$ cat src/rtl/multi_sync_rx_pkg.sv
// Shared definitions for the multi-channel toggle-handshake receiver.
// Holds the default sizing parameters and the channel-index width helper
// used by the interface, the top level and the testbench.
package multi_sync_rx_pkg;

  localparam int MSR_DATA_WIDTH  = 8;
  localparam int MSR_CHANNELS    = 4;
  localparam int MSR_SYNC_STAGES = 2;

  // Channel index width. A single channel still gets a 1-bit index
  // so that dout_ch never becomes a zero-width vector.
  function automatic int clog2_min1(input int n);
    return (n <= 1) ? 1 : $clog2(n);
  endfunction

endpackage

$ cat src/rtl/multi_sync_rx_if.sv
// Bundle of the receiver's channel-side and stream-side signals.
//   req_tgl   source -> rx   per-channel request toggles (asynchronous)
//   din       source -> rx   channel c at din[c*DATA_WIDTH +: DATA_WIDTH]
//   ack_tgl   rx -> source   per-channel acknowledge toggles
//   dout      rx -> sink     output word
//   dout_ch   rx -> sink     channel that produced dout
//   valid_out rx -> sink     dout/dout_ch valid
//   ready_in  sink -> rx     sink accepts on valid_out && ready_in
//   overrun   rx -> sink     sticky per-channel protocol-error flags
// slave is the receiver's view; master is the environment's view.
interface multi_sync_rx_if
  import multi_sync_rx_pkg::*;
#(
  parameter int DATA_WIDTH = MSR_DATA_WIDTH,
  parameter int CHANNELS   = MSR_CHANNELS
);
  localparam int CH_W = clog2_min1(CHANNELS);

  logic [CHANNELS-1:0]            req_tgl;
  logic [CHANNELS*DATA_WIDTH-1:0] din;
  logic [CHANNELS-1:0]            ack_tgl;
  logic [DATA_WIDTH-1:0]          dout;
  logic [CH_W-1:0]                dout_ch;
  logic                           valid_out;
  logic                           ready_in;
  logic [CHANNELS-1:0]            overrun;

  modport slave (
    input  req_tgl, din, ready_in,
    output ack_tgl, dout, dout_ch, valid_out, overrun
  );

  modport master (
    output req_tgl, din, ready_in,
    input  ack_tgl, dout, dout_ch, valid_out, overrun
  );

endinterface

$ cat src/rtl/multi_sync_rx_tgl_sync_edge.sv
// tgl_sync_edge: brings one asynchronous request-toggle line into the clk
// domain through a SYNC_STAGES flop chain, then compares the synchronised
// level with a one-cycle delayed copy to produce a single-cycle pulse for
// every toggle of the source line.
//   clk       local clock
//   rst       asynchronous active-high reset
//   req_tgl   asynchronous toggle input
//   edge_det  one-cycle pulse per toggle, synchronous to clk
module tgl_sync_edge #(
  parameter int SYNC_STAGES = 2
) (
  input  logic clk,
  input  logic rst,
  input  logic req_tgl,
  output logic edge_det
);

  logic [SYNC_STAGES-1:0] s_reg;
  logic                   s_d_reg;

  always_ff @(posedge clk or posedge rst) begin
    if (rst) begin
      s_reg   <= '0;
      s_d_reg <= 1'b0;
    end else begin
      s_reg   <= {s_reg[SYNC_STAGES-2:0], req_tgl};
      s_d_reg <= s_reg[SYNC_STAGES-1];
    end
  end

  assign edge_det = s_reg[SYNC_STAGES-1] ^ s_d_reg;

endmodule

$ cat src/rtl/multi_sync_rx.sv
// multi_sync_rx: destination-side receiver for CHANNELS independent toggle
// req/ack transfers. Each channel's request is synchronised, the held source
// word is captured on the detected toggle, and pending words from all
// channels are merged round-robin onto a single ready/valid stream. The ack
// toggle for a word is issued when it is loaded into the output register.
//   clk  local clock (every flop)
//   rst  asynchronous active-high reset
//   bus  multi_sync_rx_if.slave: req_tgl/din in, ack_tgl out,
//        dout/dout_ch/valid_out out, ready_in in, overrun out
module multi_sync_rx
  import multi_sync_rx_pkg::*;
#(
  parameter int DATA_WIDTH  = MSR_DATA_WIDTH,
  parameter int CHANNELS    = MSR_CHANNELS,
  parameter int SYNC_STAGES = MSR_SYNC_STAGES
) (
  input  logic           clk,
  input  logic           rst,
  multi_sync_rx_if.slave bus
);

  localparam int CH_W = clog2_min1(CHANNELS);

  logic [CHANNELS-1:0]   edge_det;
  logic [DATA_WIDTH-1:0] hold_reg [CHANNELS];
  logic [CHANNELS-1:0]   pend_reg;
  logic [CHANNELS-1:0]   ack_reg;
  logic [CHANNELS-1:0]   overrun_reg;
  logic [DATA_WIDTH-1:0] dout_reg;
  logic [CH_W-1:0]       dout_ch_reg;
  logic                  valid_reg;
  logic [CH_W-1:0]       ptr_reg;

  logic                  out_free;
  logic                  grant_any;
  logic [CH_W-1:0]       grant_idx;
  logic [CH_W-1:0]       ptr_next;
  logic [CHANNELS-1:0]   grant_vec;

  genvar gi;
  generate
    for (gi = 0; gi < CHANNELS; gi++) begin : g_sync
      tgl_sync_edge #(
        .SYNC_STAGES (SYNC_STAGES)
      ) u_sync (
        .clk      (clk),
        .rst      (rst),
        .req_tgl  (bus.req_tgl[gi]),
        .edge_det (edge_det[gi])
      );
    end
  endgenerate

  // The output register can take a new word when it is empty or when its
  // current word is being accepted on this edge.
  assign out_free = !valid_reg || bus.ready_in;

  // Round-robin search: first pending channel at or after the pointer,
  // wrapping around. grant_vec is only set when the grant really happens.
  always_comb begin
    int              cand;
    logic [CH_W-1:0] cand_idx;
    grant_any = 1'b0;
    grant_idx = '0;
    ptr_next  = ptr_reg;
    grant_vec = '0;
    cand      = 0;
    cand_idx  = '0;
    for (int i = 0; i < CHANNELS; i++) begin
      cand     = (int'(ptr_reg) + i) % CHANNELS;
      cand_idx = CH_W'(cand);
      if (!grant_any && pend_reg[cand_idx]) begin
        grant_any           = 1'b1;
        grant_idx           = cand_idx;
        ptr_next            = CH_W'((cand + 1) % CHANNELS);
        grant_vec[cand_idx] = out_free;
      end
    end
  end

  always_ff @(posedge clk or posedge rst) begin
    if (rst) begin
      for (int c = 0; c < CHANNELS; c++) begin
        hold_reg[c] <= '0;
      end
      pend_reg    <= '0;
      ack_reg     <= '0;
      overrun_reg <= '0;
      dout_reg    <= '0;
      dout_ch_reg <= '0;
      valid_reg   <= 1'b0;
      ptr_reg     <= '0;
    end else begin
      for (int c = 0; c < CHANNELS; c++) begin
        if (edge_det[c]) begin
          hold_reg[c] <= bus.din[c*DATA_WIDTH +: DATA_WIDTH];
        end
      end
      // A capture on the same cycle as its channel's grant keeps the new
      // word pending; the grant itself reads the old hold value.
      pend_reg    <= (pend_reg & ~grant_vec) | edge_det;
      // A new toggle while the previous word is still unconsumed means the
      // source did not wait for its ack.
      overrun_reg <= overrun_reg | (edge_det & pend_reg);
      ack_reg     <= ack_reg ^ grant_vec;
      if (out_free) begin
        valid_reg <= grant_any;
        if (grant_any) begin
          dout_reg    <= hold_reg[grant_idx];
          dout_ch_reg <= grant_idx;
          ptr_reg     <= ptr_next;
        end
      end
    end
  end

  assign bus.ack_tgl   = ack_reg;
  assign bus.dout      = dout_reg;
  assign bus.dout_ch   = dout_ch_reg;
  assign bus.valid_out = valid_reg;
  assign bus.overrun   = overrun_reg;

endmodule

$ cat src/flat_wrapper.sv
// flat-port wrapper written by rule: the top's interface ports become plain ports
module multi_sync_rx_flat import multi_sync_rx_pkg::*;
#(
  parameter int DATA_WIDTH  = MSR_DATA_WIDTH,
  parameter int CHANNELS    = MSR_CHANNELS,
  parameter int SYNC_STAGES = MSR_SYNC_STAGES
)
  (clk, rst, bus_req_tgl, bus_din, bus_ready_in, bus_ack_tgl, bus_dout, bus_dout_ch, bus_valid_out, bus_overrun);
  multi_sync_rx_if #(.DATA_WIDTH(DATA_WIDTH), .CHANNELS(CHANNELS)) bus_i ();
  input  logic clk;
  input  logic rst;
  input wire logic [$bits(bus_i.req_tgl)-1:0] bus_req_tgl;
  input wire logic [$bits(bus_i.din)-1:0] bus_din;
  input wire logic [$bits(bus_i.ready_in)-1:0] bus_ready_in;
  output wire logic [$bits(bus_i.ack_tgl)-1:0] bus_ack_tgl;
  output wire logic [$bits(bus_i.dout)-1:0] bus_dout;
  output wire logic [$bits(bus_i.dout_ch)-1:0] bus_dout_ch;
  output wire logic [$bits(bus_i.valid_out)-1:0] bus_valid_out;
  output wire logic [$bits(bus_i.overrun)-1:0] bus_overrun;
  assign bus_i.req_tgl = bus_req_tgl;
  assign bus_i.din = bus_din;
  assign bus_i.ready_in = bus_ready_in;
  assign bus_ack_tgl = bus_i.ack_tgl;
  assign bus_dout = bus_i.dout;
  assign bus_dout_ch = bus_i.dout_ch;
  assign bus_valid_out = bus_i.valid_out;
  assign bus_overrun = bus_i.overrun;
  multi_sync_rx #(.DATA_WIDTH(DATA_WIDTH), .CHANNELS(CHANNELS), .SYNC_STAGES(SYNC_STAGES)) u_core (.clk(clk), .rst(rst), .bus(bus_i));
endmodule
$ cat config.mk
export PLATFORM = sky130hd
export DESIGN_NAME = multi_sync_rx_flat
export DESIGN_NICKNAME = d
export VERILOG_FILES = /design/src/rtl/multi_sync_rx_pkg.sv /design/src/rtl/multi_sync_rx_if.sv /design/src/rtl/multi_sync_rx_tgl_sync_edge.sv /design/src/rtl/multi_sync_rx.sv /design/src/flat_wrapper.sv
export SDC_FILE = /design/constraint.sdc
export NUM_CORES = 1
export LEC_CHECK = 0
export ABC_CLOCK_PERIOD_IN_PS = 3200
export BUFFER_PORTS_ARGS = -buffer_cell sky130_fd_sc_hd__buf_2
export CAP_MARGIN = 20
export CORE_UTILIZATION = 30
export DETAILED_ROUTE_END_ITERATION = 8
export PLACE_DENSITY = 0.47
export SYNTH_ARGS = -nofsm -noshare
export SYNTH_HDL_FRONTEND = slang
export SYNTH_HIERARCHICAL = 1
export SYNTH_SLANG_ARGS = --single-unit
$ cat constraint.sdc
create_clock -name clk -period 3.2 [get_ports clk]
set_input_delay 0.48 -clock clk [delete_from_list [all_inputs] [get_ports clk]]
set_output_delay 0.48 -clock clk [all_outputs]
set_load 0.02 [all_outputs]
# After elaboration in Yosys (flattened, before gate mapping)
# Cells that the tools add are included.
# W data, S select, Z words.
dict set report totals {
  out_inout_bits 19
  regBits 69
  elab_cells 99
  in_bits 39
}
dict set report classes {
  addsub 6
  n_reduce_logical 15
  n_mux 38
  bitwise 12
  n_lt_le_gt_ge 9
}
# cell n
set op_table {}
lappend op_table {{$bmux W8 S2} 1}
lappend op_table {{$mux W2} 8}
lappend op_table {{$mux W4} 4}
lappend op_table {{$mux W8} 2}
lappend op_table {{$and A4 B4 Y4} 3}
lappend op_table {{$bwmux W4} 3}
lappend op_table {{$lt A2 B3 Y1 const B} 4}
lappend op_table {{$mux W1} 12}
lappend op_table {{$add A2 B2 Y2 const B} 5}
lappend op_table {{$bmux W1 S2} 4}
lappend op_table {{$demux W1 S2} 4}
lappend op_table {{$ge A2 B1 Y1 const B} 4}
lappend op_table {{$or A4 B4 Y4} 2}
lappend op_table {{$logic_and A1 B1 Y1} 7}
lappend op_table {{$logic_not A1 Y1} 4}
lappend op_table {{$not A4 Y4} 1}
lappend op_table {{$reduce_bool A4 Y1} 1}
lappend op_table {{$xor A1 B1 Y1} 4}
lappend op_table {{$xor A4 B4 Y4} 1}
lappend op_table {{$ge A3 B3 Y1 const B} 1}
lappend op_table {{$not A2 Y3} 1}
lappend op_table {{$reduce_and A3 Y1} 1}
lappend op_table {{$add A2 B1 Y2 const B} 1}
lappend op_table {{$reduce_and A2 Y1} 1}
lappend op_table {{$logic_or A1 B1 Y1} 1}

# Logic depth before layout (Yosys ltp)
# Gate-level depths: netlist (run 1).
dict set report logic_depth {
  depth_word 16
  mapped_depth 12
  mapped_depth_nobuf 8
}

# By module
# The synthesis (run 1) kept the hierarchy.
# mod cells_per_inst seq_area_each_um2 area_per_inst_um2 n_inst
set modules_own_cells {}
lappend modules_own_cells {multi_sync_rx 246 1426.4 3025.4 1}
lappend modules_own_cells {tgl_sync_edge 5 75.1 87.6 4}

# Worst setup path after synthesis (run 1)
# No wires, ideal clock.
dict set report synth_path {
  path_type {register -> register}
  startpoint {register u_core.ptr_reg[0]}
  endpoint {register u_core.ack_reg[0] (netlist: u_core/bus.ack_tgl[0])}
  period_less_slack_ns 2.612
  setup_ns 0.080
  stages_incl_launch_ff 11
  t_required_ns 3.120
  arrival_time_ns 2.532
  path_buffers 3
  setup_slack_ns 0.588
  cell_sequence {dfrtp_1 buf_6 clkinv_1 ha_1 buf_2 mux2i_2 mux2i_4 buf_4 a221o_1 a32oi_1 xnor2_1}
}
dict set report synth_between {
  elab_chain_cells 13
  elab_cells_between_ends 49
  classes_between {3 x add/sub; 8 x order compare; 26 x mux; 2 x bitwise; 10 x reduce/logical}
}
# element line
set synth_lines {}
lappend synth_lines {{start, declared} multi_sync_rx.sv:32} ;# logic [CH_W-1:0] ptr_reg;
lappend synth_lines {{start signal, assigned} multi_sync_rx.sv:111} ;# ptr_reg <= ptr_next;
lappend synth_lines {{branches (longest 11 deep; another with $lt A2 B3 Y1)} n/a}
lappend synth_lines {{$mux W4 *} multi_sync_rx.sv:72} ;# if (!grant_any && pend_reg[cand_idx]) begin
lappend synth_lines {{$xor A4 B4 Y4 *} multi_sync_rx.sv:105} ;# ack_reg <= ack_reg ^ grant_vec;
lappend synth_lines {{end signal, assigned} multi_sync_rx.sv:105}
lappend synth_lines {{end, declared} multi_sync_rx.sv:27} ;# logic [CHANNELS-1:0] ack_reg;
# Every way passes the cells marked *. The select of a mux whose other input is x is not followed.
# A chain may end at the register's enable or synchronous reset.

# Final worst setup path (run 1)
dict set report layout_path {
  startpoint {register u_core.ptr_reg[1]}
  endpoint {register u_core.ack_reg[0] (netlist: u_core/bus.ack_tgl[0])}
}
# Same word-level chain as after synthesis.

==> impl_results.md, run 1 <==
* Finished Cell Area at 3950 sq um
* Flops & latches, synth at 69
* Final Power at 3650 uW
* DIE AREA at 11700 sq um
* Psw at 1520 uW
* First-pass GRT wire length at 12.4 mm
* Port Buffer Count at 57
* DRC Markers at 0
* Status: complete, no violations
* Maximum level of the CTS H-tree at 3
* Routed via count at 2239
* Initial core utilization at 31.0%
* Remaining Overflow, GRT at 0
* Number of flops mapped to enable cells by yosys at 0
* CTS tree: built
* Row cnt at 38
* Cell variety after synth at 56
* Sink Count at 69
* Switch share at 41.7%
* Worst r2r src: u_core/ptr_reg[1]$_DFFE_PP0P_
* Cell Pwr Density at 925 nW/um^2
* Initial antenna violation count at 0
* Fin Clk Skew at 9.69 ps
* Setup TNS at 0 ps
* Total track usage at 14.2%
* Fin crit period at 2800 ps
* Ports at 58
* Clock buffer depth at 2
* Via density at 4.79
* Layout cell share with drive strength beyond 1 at 41.9%
* Antenna cell count at 0
* Slew Limit Fails at 0
* Critical Path RT at 3470 ps
* Worst VDD drop at 289 uV
* Post-Synthesis Cells at 266
* Number of gates resized after CTS at 0
* Later-pin clock latency in the skew report at 340 ps
* Vias in the first global route at 2349
* CTS Buf Count at 9
* Die height at 108 microns
* Layout net count at 365
* Worst Max-Slew Pin Slew at 948 ps
* Relative slew slack at 36.6%
* Initial drt markers at 85
* Critical Path AT at 3070 ps
* Synthesized area at 3380 sq um
* CP Launch Type: register
* Clock transition at path regs at 80 ps
* Root buf cell: clkbuf_8
* RSZ-0062 raised after global routing: false
* Reg2Reg Depth at 8
* Pint at 2130 uW
* Max reg flops at 32
* Fmax at 0.357 GHz
* Worst-path fanout max at 13
* Leakage at 0.00172 uW
* Routed WL at 7.64 mm
* Drt pass-1 iters at 4
* Main synth FF type: dfrtp_1
* Seq/Total Area, Yosys at 51.1%
* Syn_area_per_cell at 12.7 sq um
* Worst hold path class: in2async
* Comb pwr share at 46.4%
* Commonest non-fill, non-tap cell in the layout: dfrtp_1
* Layout area overhead at 17.0%
* Wire length per cell at 16.4 microns
* Crit share post-route at 87.6%
* Post-DP Area at 3760 sq um
* Post-synth ARST share at 100%
* Clk pwr share at 18.6%
* Most frequent cells in the layout: dfrtp_1 (69), buf_2 (57), mux2_2 (34)
* Core area at 10900 sq um
* Worst setup EP type: register
* # Post-CTS Setup Buffers at 0
* Maxcap violations at 0
* Gpl congestion at 0.758
* Final ANT Viol Nets at 0
* Synth Net Count at 309
* Reg-to-reg endpoint: u_core/bus.ack_tgl[0]$_DFF_PP0_
* Flop2flop setup slack at 400 ps
* Sequential power share at 35.0%
* Final setup fails at 0
* Cts hold-fix bufs at 0
* Yosys warns at 6
* Final hold viol count at 0
* Kind of critical path: reg2reg
* Die Span X at 108 microns
* Pin count of the biggest net entering global routing at 27
* Detailed-placement wirelength estimate at 5.72 mm
==> worst max-delay path by stage <==
stage / end / startpoint / slack, ps / depth (start not counted)
finish: u_core/bus.ack_tgl[0]$_DFF_PP0_ / u_core/ptr_reg[1]$_DFFE_PP0P_ / 400 / 8
global route: u_core/bus.ack_tgl[0]$_DFF_PP0_ / u_core/ptr_reg[1]$_DFFE_PP0P_ / 230 / 8
CTS: u_core/bus.ack_tgl[0]$_DFF_PP0_ / u_core/ptr_reg[1]$_DFFE_PP0P_ / 430 / 8
detailed placement: u_core/bus.ack_tgl[0]$_DFF_PP0_ / u_core/ptr_reg[1]$_DFFE_PP0P_ / 450 / 8
global placement: u_core/bus.ack_tgl[0]$_DFF_PP0_ / u_core/ptr_reg[1]$_DFFE_PP0P_ / 510 / 8
floorplan: u_core/bus.ack_tgl[0]$_DFF_PP0_ / u_core/ptr_reg[0]$_DFFE_PP0P_ / 590 / 10
==> through the flow <==
step / cells / hold WS, ps / utilization [%] / setup slack, ps
final: 467 / 44.8 / 36.3 / 397
after global routing: 467 / 38.3 / 36.3 / 233
after CTS: 467 / 34.8 / 36.3 / 435
after detailed placement: 451 / 338 / 34.5 / 450
after global placement: 451 / 333 / 34.5 / 507
after floorplan: 266 / 234 / - / 588
==> critical path: stages, from the launching register on <==
cell and delay [ps]:
dfrtp_1 560, inv_1 110, ha_1 430, mux2i_2 240, mux2i_4 450, nor2_1 180, a221o_1 320, a32oi_1 280
xnor2_1 150
==> metal layers <==
layer / vias to the layer above / share of wire, % / global-route usage [%]
met4: 0 / 0.72 / 3.91
li1: 1069 / - / -
met5: - / 0 / 0
met3: 4 / 5.1 / 4.10
met1: 1104 / 44 / 18.0
met2: 62 / 50 / 23.6
==> cells by family (layout without fill, tap and decap cells) <==
kind of cell / Yosys count / in the layout / synth area share, %
AO/OA/AOI/OAI: 62 / 62 / 15.3
XOR/XNOR: 10 / 10 / 2.59
adder cells (fa/ha/maj): 4 / 4 / 1.48
buffers and inverters: 28 / 89 / 5.15
flip-flops: 69 / 69 / 51.1
multiplexers: 50 / 50 / 17.3
AND/OR/NAND/NOR: 43 / 43 / 7.01
==> power groups by stage <==
| stage | Combinational, uW | Sequential [uW] | Clock [uW] |
|---|---|---|---|
| final | 1700 | 1280 | 679 |
| after global routing | 1850 | 1310 | 752 |
| after CTS | 1710 | 1280 | 717 |
| after detailed placement | 1700 | 1300 | 0 |
| after global placement | 1680 | 1310 | 0 |
| after floorplan | 1440 | 1290 | 0 |
==> cell type report <==
| cell class | instances | area, sq um |
|---|---|---|
| clock buffers | 10 | 138 |
| repair buffers | 65 | 345 |
| inverters | 8 | 35.0 |
| fillers | 1073 | 6940 |
| clock inverters | 6 | 53.8 |
| multi-input cells | 169 | 1480 |
| well taps | 140 | 175 |
| flip-flops and latches | 69 | 1730 |
==> Yosys cell counts (4+ instances only) <==
master	n	area share, %
dfrtp_1	69	51
ha_1	4	1.5
buf_2	5	0.74
o21bai_1	8	1.8
mux2_2	34	11
xor2_1	4	1.0
mux2i_1	12	3.6
xnor2_1	6	1.6
a32oi_1	4	1.0
inv_1	6	0.67
nand2_1	11	1.2
a21oi_1	6	0.89
a221o_1	5	1.5
nor2_1	14	1.6
clkbuf_1	8	0.89
a21o_1	8	1.8
o21a_1	5	1.1
o221ai_1	4	1.0
o21ai_0	4	0.59
Note: power is estimated with default switching activity, not from simulation.
==> inputs of run 2 (changes only) <==
- PLACE_DENSITY: 0.47 -> not set
- PLACE_DENSITY_LB_ADDON: not set -> 0.12
- SETUP_SLACK_MARGIN: not set -> 0.5
==> run 2 against run 1 <==
Compared with the run above: core utilization is 0.86 points higher; register-to-register slack better by 290 ps; clock power up 19%; sequential share of layout area is 0.98 points lower; final cell count rose by 1.3%; worst setup slack gained 290 ps; critical path type unchanged; critical endpoint is now u_core/bus.ack_tgl[3]$_DFF_PP0_.
==> impl_results.md, run 2 (synthesis gave the netlist of run 1 again) <==
* Pin count of the biggest net entering global routing at 58
* Initial antenna violation count at 0
* Critical-path top delay cell: dfrtp_2
* Drt pass-1 iters at 4
* Die height at 108 microns
* Later-pin clock latency in the skew report at 340 ps
* Leakage at 0.00177 uW
* Row cnt at 38
* Slowest Stage Delay on Critical Path at 480 ps
* Ports at 58
* Final setup fails at 0
* Worst Max-Slew Pin Slew at 462 ps
* Final Power at 3900 uW
* Via density at 4.82
* Clock transition at path regs at 80 ps
* Sink Count at 69
* Storage element area at 1730 sq um
* Core area at 10900 sq um
* Worst path bufs/invs at 2
* Multi-input gate area at 1480 sq um
* Final ANT Viol Nets at 0
* Layout cell share with drive strength beyond 1 at 43.5%
* Antenna cell count at 0
* Detailed-placement wirelength estimate at 5.38 mm
* CP Launch Type: register
* Fin Clk Skew at 8.02 ps
* Fmax at 0.398 GHz
* CTS Buf Count at 9
* Clock buffer depth at 2
* RSZ-0062 raised after global routing: false
* Maxcap violations at 0
* Relative slew slack at 69.2%
* Cell Pwr Density at 964 nW/um^2
* Slew Limit Fails at 0
* Fin crit period at 2520 ps
* Gpl congestion at 0.743
* Crit share post-route at 78.6%
* Routed via count at 2282
* Initial core utilization at 31.0%
* Most frequent cells in the layout: dfrtp_1 (68), buf_2 (57), mux2_2 (34)
* Total track usage at 14.9%
* Critical Path AT at 2780 ps
* Final hold viol count at 0
* Port Buffer Count at 57
* Wire length per cell at 16.8 microns
* First-pass GRT wire length at 12.8 mm
* Critical Path RT at 3470 ps
* Fill count at 1087
* Die Span X at 108 microns
* Maximum level of the CTS H-tree at 3
* CP Cell Sequence: inv_1, ha_2, mux2i_2, mux2i_4, buf_4, a221o_1, a32oi_1, xnor2_1
* Worst setup EP type: register
* Worst-path fanout max at 9
* Remaining Overflow, GRT at 0
* DRC Markers at 0
* CTS tree: built
* Status: complete, no violations
* Root buf cell: clkbuf_8
* Final core occ at 37.1%
* Routed WL at 7.94 mm
* Setup TNS at 0 ps
* Initial drt markers at 103
* Worst hold path class: in2async
* CP delay by family, top: compound AO/OA/AOI/OAI gates
* Worst VDD drop at 349 uV
* Commonest non-fill, non-tap cell in the layout: dfrtp_1
* DIE AREA at 11700 sq um
* Layout net count at 371
* Max reg flops at 32
* Kind of critical path: reg2reg
* Layout area overhead at 19.8%
* Vias in the first global route at 2314
==> run 2: changes by cell type in the layout (fill, tap and decap cells not counted), sizes merged <==
cell    change
buf         +6
bufinv      +2
clkinv      +2
inv         -4
==> run 2: worst paths after layout <==
path	start	to	slack [ps]	depth (start not counted)
worst max-delay path	u_core/ptr_reg[1]$_DFFE_PP0P_	u_core/bus.ack_tgl[3]$_DFF_PP0_	680	8
min in group clk	bus_req_tgl[2]	u_core/g_sync[2].u_sync/s_reg[0]$_DFF_PP0_	240	1
worst min register to register	u_core/g_sync[1].u_sync/s_reg[0]$_DFF_PP0_	u_core/g_sync[1].u_sync/s_reg[1]$_DFF_PP0_	350	0
worst min-delay path	rst	u_core/g_sync[1].u_sync/s_reg[0]$_DFF_PP0_	40	2
worst max register to register	u_core/ptr_reg[1]$_DFFE_PP0P_	u_core/bus.ack_tgl[3]$_DFF_PP0_	680	8
max in group asynchronous	rst	u_core/bus.dout[4]$_DFFE_PP0P_	2700	3
==> run 2: through the flow <==
stage / worst slack [ps] / area, sq um / std cells / hold WS, ps
4_1_cts: 549 / 4040 / 473 / 18.1
5_1_grt: 550 / 4040 / 473 / 28.8
2_1_floorplan: 588 / 3380 / 266 / 234
6_report: 685 / 4040 / 473 / 37.2
3_5_place_dp: 468 / 3780 / 453 / 337
3_3_place_gp: 569 / 3780 / 453 / 332
==> run 2: per-layer routing <==
layer / wire [microns] / share of wire, % / global-route usage, %
met1: 3910 / 49 / 20.8
met2: 3630 / 46 / 22.0
met3: 347 / 4.4 / 4.04
met4: 58 / 0.73 / 4.99
met5: 0 / 0 / 0
==> run 2: report_power, final <==
part | internal [uW] | switching (uW)
Clock | 459 | 352
Sequential | 1070 | 206
Combinational | 803 | 1010
Total | 2330 | 1560
==> run 2: timing repair <==
item                                    4_1_cts  5_1_grt
hold buffers                                  0        0
gates resized for setup                       0        2
pin swaps                                     0        0
gates cloned                                  0        0
setup buffers                                 4        0
endpoints found under the setup margin        5       17
==> run 2: worst reg2reg max path, stage by stage (launching register included) <==
cell     delay [ps]
dfrtp_2         480
inv_1            90
ha_2            450
mux2i_2         340
mux2i_4         160
buf_4           170
a221o_1         340
a32oi_1         260
xnor2_1         160
==> run 2: layout make-up <==
| type | instances | share of cell area, % |
|---|---|---|
| clock buffer | 10 | 3.40 |
| clock inverter | 6 | 2.14 |
| inverter | 8 | 0.867 |
| multi-input combinational | 169 | 36.6 |
| sequential | 69 | 42.7 |
| tap | 140 | 4.33 |
| timing repair buffer | 71 | 9.97 |
==> inputs of run 3 (changes only) <==
- ABC_AREA: not set -> 1
- ABC_CLOCK_PERIOD_IN_PS: 3200 -> 2500
- clock period: 3.2 -> 2.5 ns (I/O delays scaled with it)
==> run 3 against run 2 <==
Compared with the run above: power grew 65%; final cell count rose by 33%; core utilization up 3.3 points; register-to-register slack got worse by 250 ps; design area rose by 8.3%; synthesized cell count increased by 50%; first-iteration DRC count up 19%; sequential power increased by 17%; global-route usage rose by 1.5 points; largest cell class unchanged.
==> impl_results.md, run 3 <==
* Max reg flops at 32
* Initial drt markers at 123
* Pin count of the biggest net entering global routing at 34
* Most frequent cells in the layout: nand2_1 (100), dfrtp_1 (67), buf_2 (57)
* Cell Pwr Density at 1470 nW/um^2
* DRC Markers at 0
* Final ANT Viol Nets at 0
* Worst Max-Slew Pin Slew at 614 ps
* Core area at 10800 sq um
* Wire length per cell at 13.9 microns
* Flops & latches, synth at 69
* Final hold viol count at 0
* Yosys warns at 6
* Post-Synthesis Cells at 398
* Routed WL at 8.73 mm
* CP delay by family, top: simple AND/OR/NAND/NOR gates
* Remaining Overflow, GRT at 0
* Cells after DPL at 587
* Pint at 3400 uW
* Status: complete, no violations
* Synth Net Count at 441
* CTS tree: built
* Clk pwr share at 17.4%
* CP Cell Sequence: inv_4, ha_4, inv_4, nand3_4, nand2_4, inv_4, o21ai_4, inv_4, nand2_8, nand2_8, buf_4, nand2_1, nand3_1, nand3_1
* Initial antenna violation count at 0
* CTS Buf Count at 9
* Final setup fails at 0
* Non-Filler Instances at 627
* Commonest non-fill, non-tap cell in the layout: nand2_1
* Layout cell share with drive strength beyond 1 at 31.6%
* Worst setup EP type: register
* Most used cell, CP: inv_4
* Maximum level of the CTS H-tree at 3
* Fin crit period at 2060 ps
* Total track usage at 16.4%
* Leakage at 0.00225 uW
* Critical Path AT at 2360 ps
* Count leader, synth: nand2_1
* Relative slew slack at 58.9%
* Worst hold stages at 1
* Drt pass-1 iters at 4
* Layout area overhead at 31.5%
* Routed via count at 2803
* Top cell type's share of synthesized area at 51.9%
* Switch share at 47.0%
* Clock buffer depth at 2
* Fmax at 0.484 GHz
* Cell variety after synth at 31
* Seq/Total Area, Yosys at 51.9%
* Sink Count at 69
* Setup TNS at 0 ps
* Via density at 4.47
* Synth top area cells: dfrtp_1 (52%), nand2_1 (12%), inv_1 (6.9%), o21ai_0 (6.3%), nand3_1 (5.7%)
* Ports at 58
* Critical Path RT at 2790 ps
* Root buf cell: clkbuf_8
* Sequential power share at 23.3%
* Maxcap violations at 0
* Detailed-placement wirelength estimate at 5.95 mm
* Synthesized area at 3330 sq um
* Worst r2r src: u_core/ptr_reg[1]$_DFFE_PP0P_
* Vias in the first global route at 2644
* Post-synth ARST share at 100%
* Worst-path fanout max at 8
* RSZ-0062 raised after global routing: true
* First-pass GRT wire length at 13.9 mm
* Comb pwr share at 59.2%
* Critical-path top delay cell: dfrtp_2
* Critical path depth at 14
* Kind of critical path: reg2reg
* Later-pin clock latency in the skew report at 360 ps
* Leading area contributor after synthesis: dfrtp_1
* Clock transition at path regs at 80 ps
* Hold Path Origin: bus_req_tgl[1]
* Slowest Stage Delay on Critical Path at 430 ps
* Crit share post-route at 82.6%
* Die Span X at 107 microns
* Port Buffer Count at 57
* Psw at 3020 uW
* Worst path bufs/invs at 5
* Layout net count at 525
* Syn_area_per_cell at 8.36 sq um
* Antenna cell count at 0
* CP Launch Type: register
* Worst hold path class: in2reg
* Gpl congestion at 0.812
* Row cnt at 38
* Critical path startpoint: u_core/ptr_reg[1]$_DFFE_PP0P_
* Worst VDD drop at 571 uV
* DIE AREA at 11500 sq um
* Die height at 107 microns
* Slew Limit Fails at 0
* Number of flops mapped to enable cells by yosys at 0
* Reg2Reg Depth at 14
* Fin Clk Skew at 14.2 ps
* Initial core utilization at 30.7%
* Post-synth top cells: nand2_1 (109), dfrtp_1 (69), inv_1 (61)
* Main synth FF type: dfrtp_1
==> run 3: worst paths after layout <==
path | slack, ps | end
max in group asynchronous | 1240 | u_core/hold_reg[25]$_DFFE_PP0P_
hold / removal | 120 | u_core/g_sync[1].u_sync/s_reg[0]$_DFF_PP0_
hold reg to reg | 350 | u_core/g_sync[3].u_sync/s_reg[1]$_DFF_PP0_
min in group asynchronous | 470 | u_core/g_sync[1].u_sync/s_reg[0]$_DFF_PP0_
setup / recovery | 440 | u_core/bus.dout[7]$_DFFE_PP0P_
setup reg to reg | 440 | u_core/bus.dout[7]$_DFFE_PP0P_
==> run 3: per-stage QoR <==
stage,util (%),worst slack (ps),power (uW),instance area (sq um),hold slack (ps)
2_1_floorplan,-,449,3830,3360,129
3_3_place_gp,34.8,282,4380,3770,301
3_5_place_dp,34.8,275,4360,3770,303
4_1_cts,39.0,477,6090,4230,98.7
5_1_grt,40.4,321,6940,4380,92.8
6_report,40.4,435,6420,4380,119
==> run 3: area by class of cell <==
| class | instances | area [sq um] |
|---|---|---|
| flip-flops and latches | 69 | 1730 |
| repair inverters | 1 | 7.51 |
| repair buffers | 77 | 450 |
| multi-input cells | 257 | 1500 |
| fillers | 1099 | 6460 |
| inverters | 67 | 275 |
| clock inverters | 6 | 111 |
| well taps | 140 | 175 |
| clock buffers | 10 | 128 |
==> run 3: metal layers <==
layer	global-route usage, %	vias to the layer above	routed length, microns
met4	6.65	0	151
met5	0	-	0
met3	4.36	12	421
met2	22.7	70	3790
met1	23.9	1295	4360
li1	-	1426	-
==> run 3: cells by family (layout without fill, tap and decap cells) <==
logic type / Yosys count / count (layout) / synth area share, %
AOI/OAI and AO/OA: 58 / 59 / 10.4
xor gates and xnor gates: 5 / 5 / 1.32
adders and majority gates: 4 / 4 / 1.50
buffers and inverters: 77 / 161 / 9.81
DFF: 69 / 69 / 51.9
and+or+nand+nor: 185 / 189 / 25.1
==> run 3: timing repair <==
action                                 CTS  global route
gates resized for setup                 16            28
gates cloned                             5             1
endpoints found under the hold margin   12             0
hold buffers                             1             0
buffers inserted                        12             5
pin swaps                               14            13
setup endpoints to repair               19            18
==> run 3: power groups by stage <==
stage                     logic (uW)  registers, uW  clock network [uW]
after global routing            4200           1530                1210
final                           3800           1500                1120
after CTS                       3430           1500                1160
after floorplan                 2170           1660                   0
after global placement          2840           1530                   0
after detailed placement        2820           1540                   0
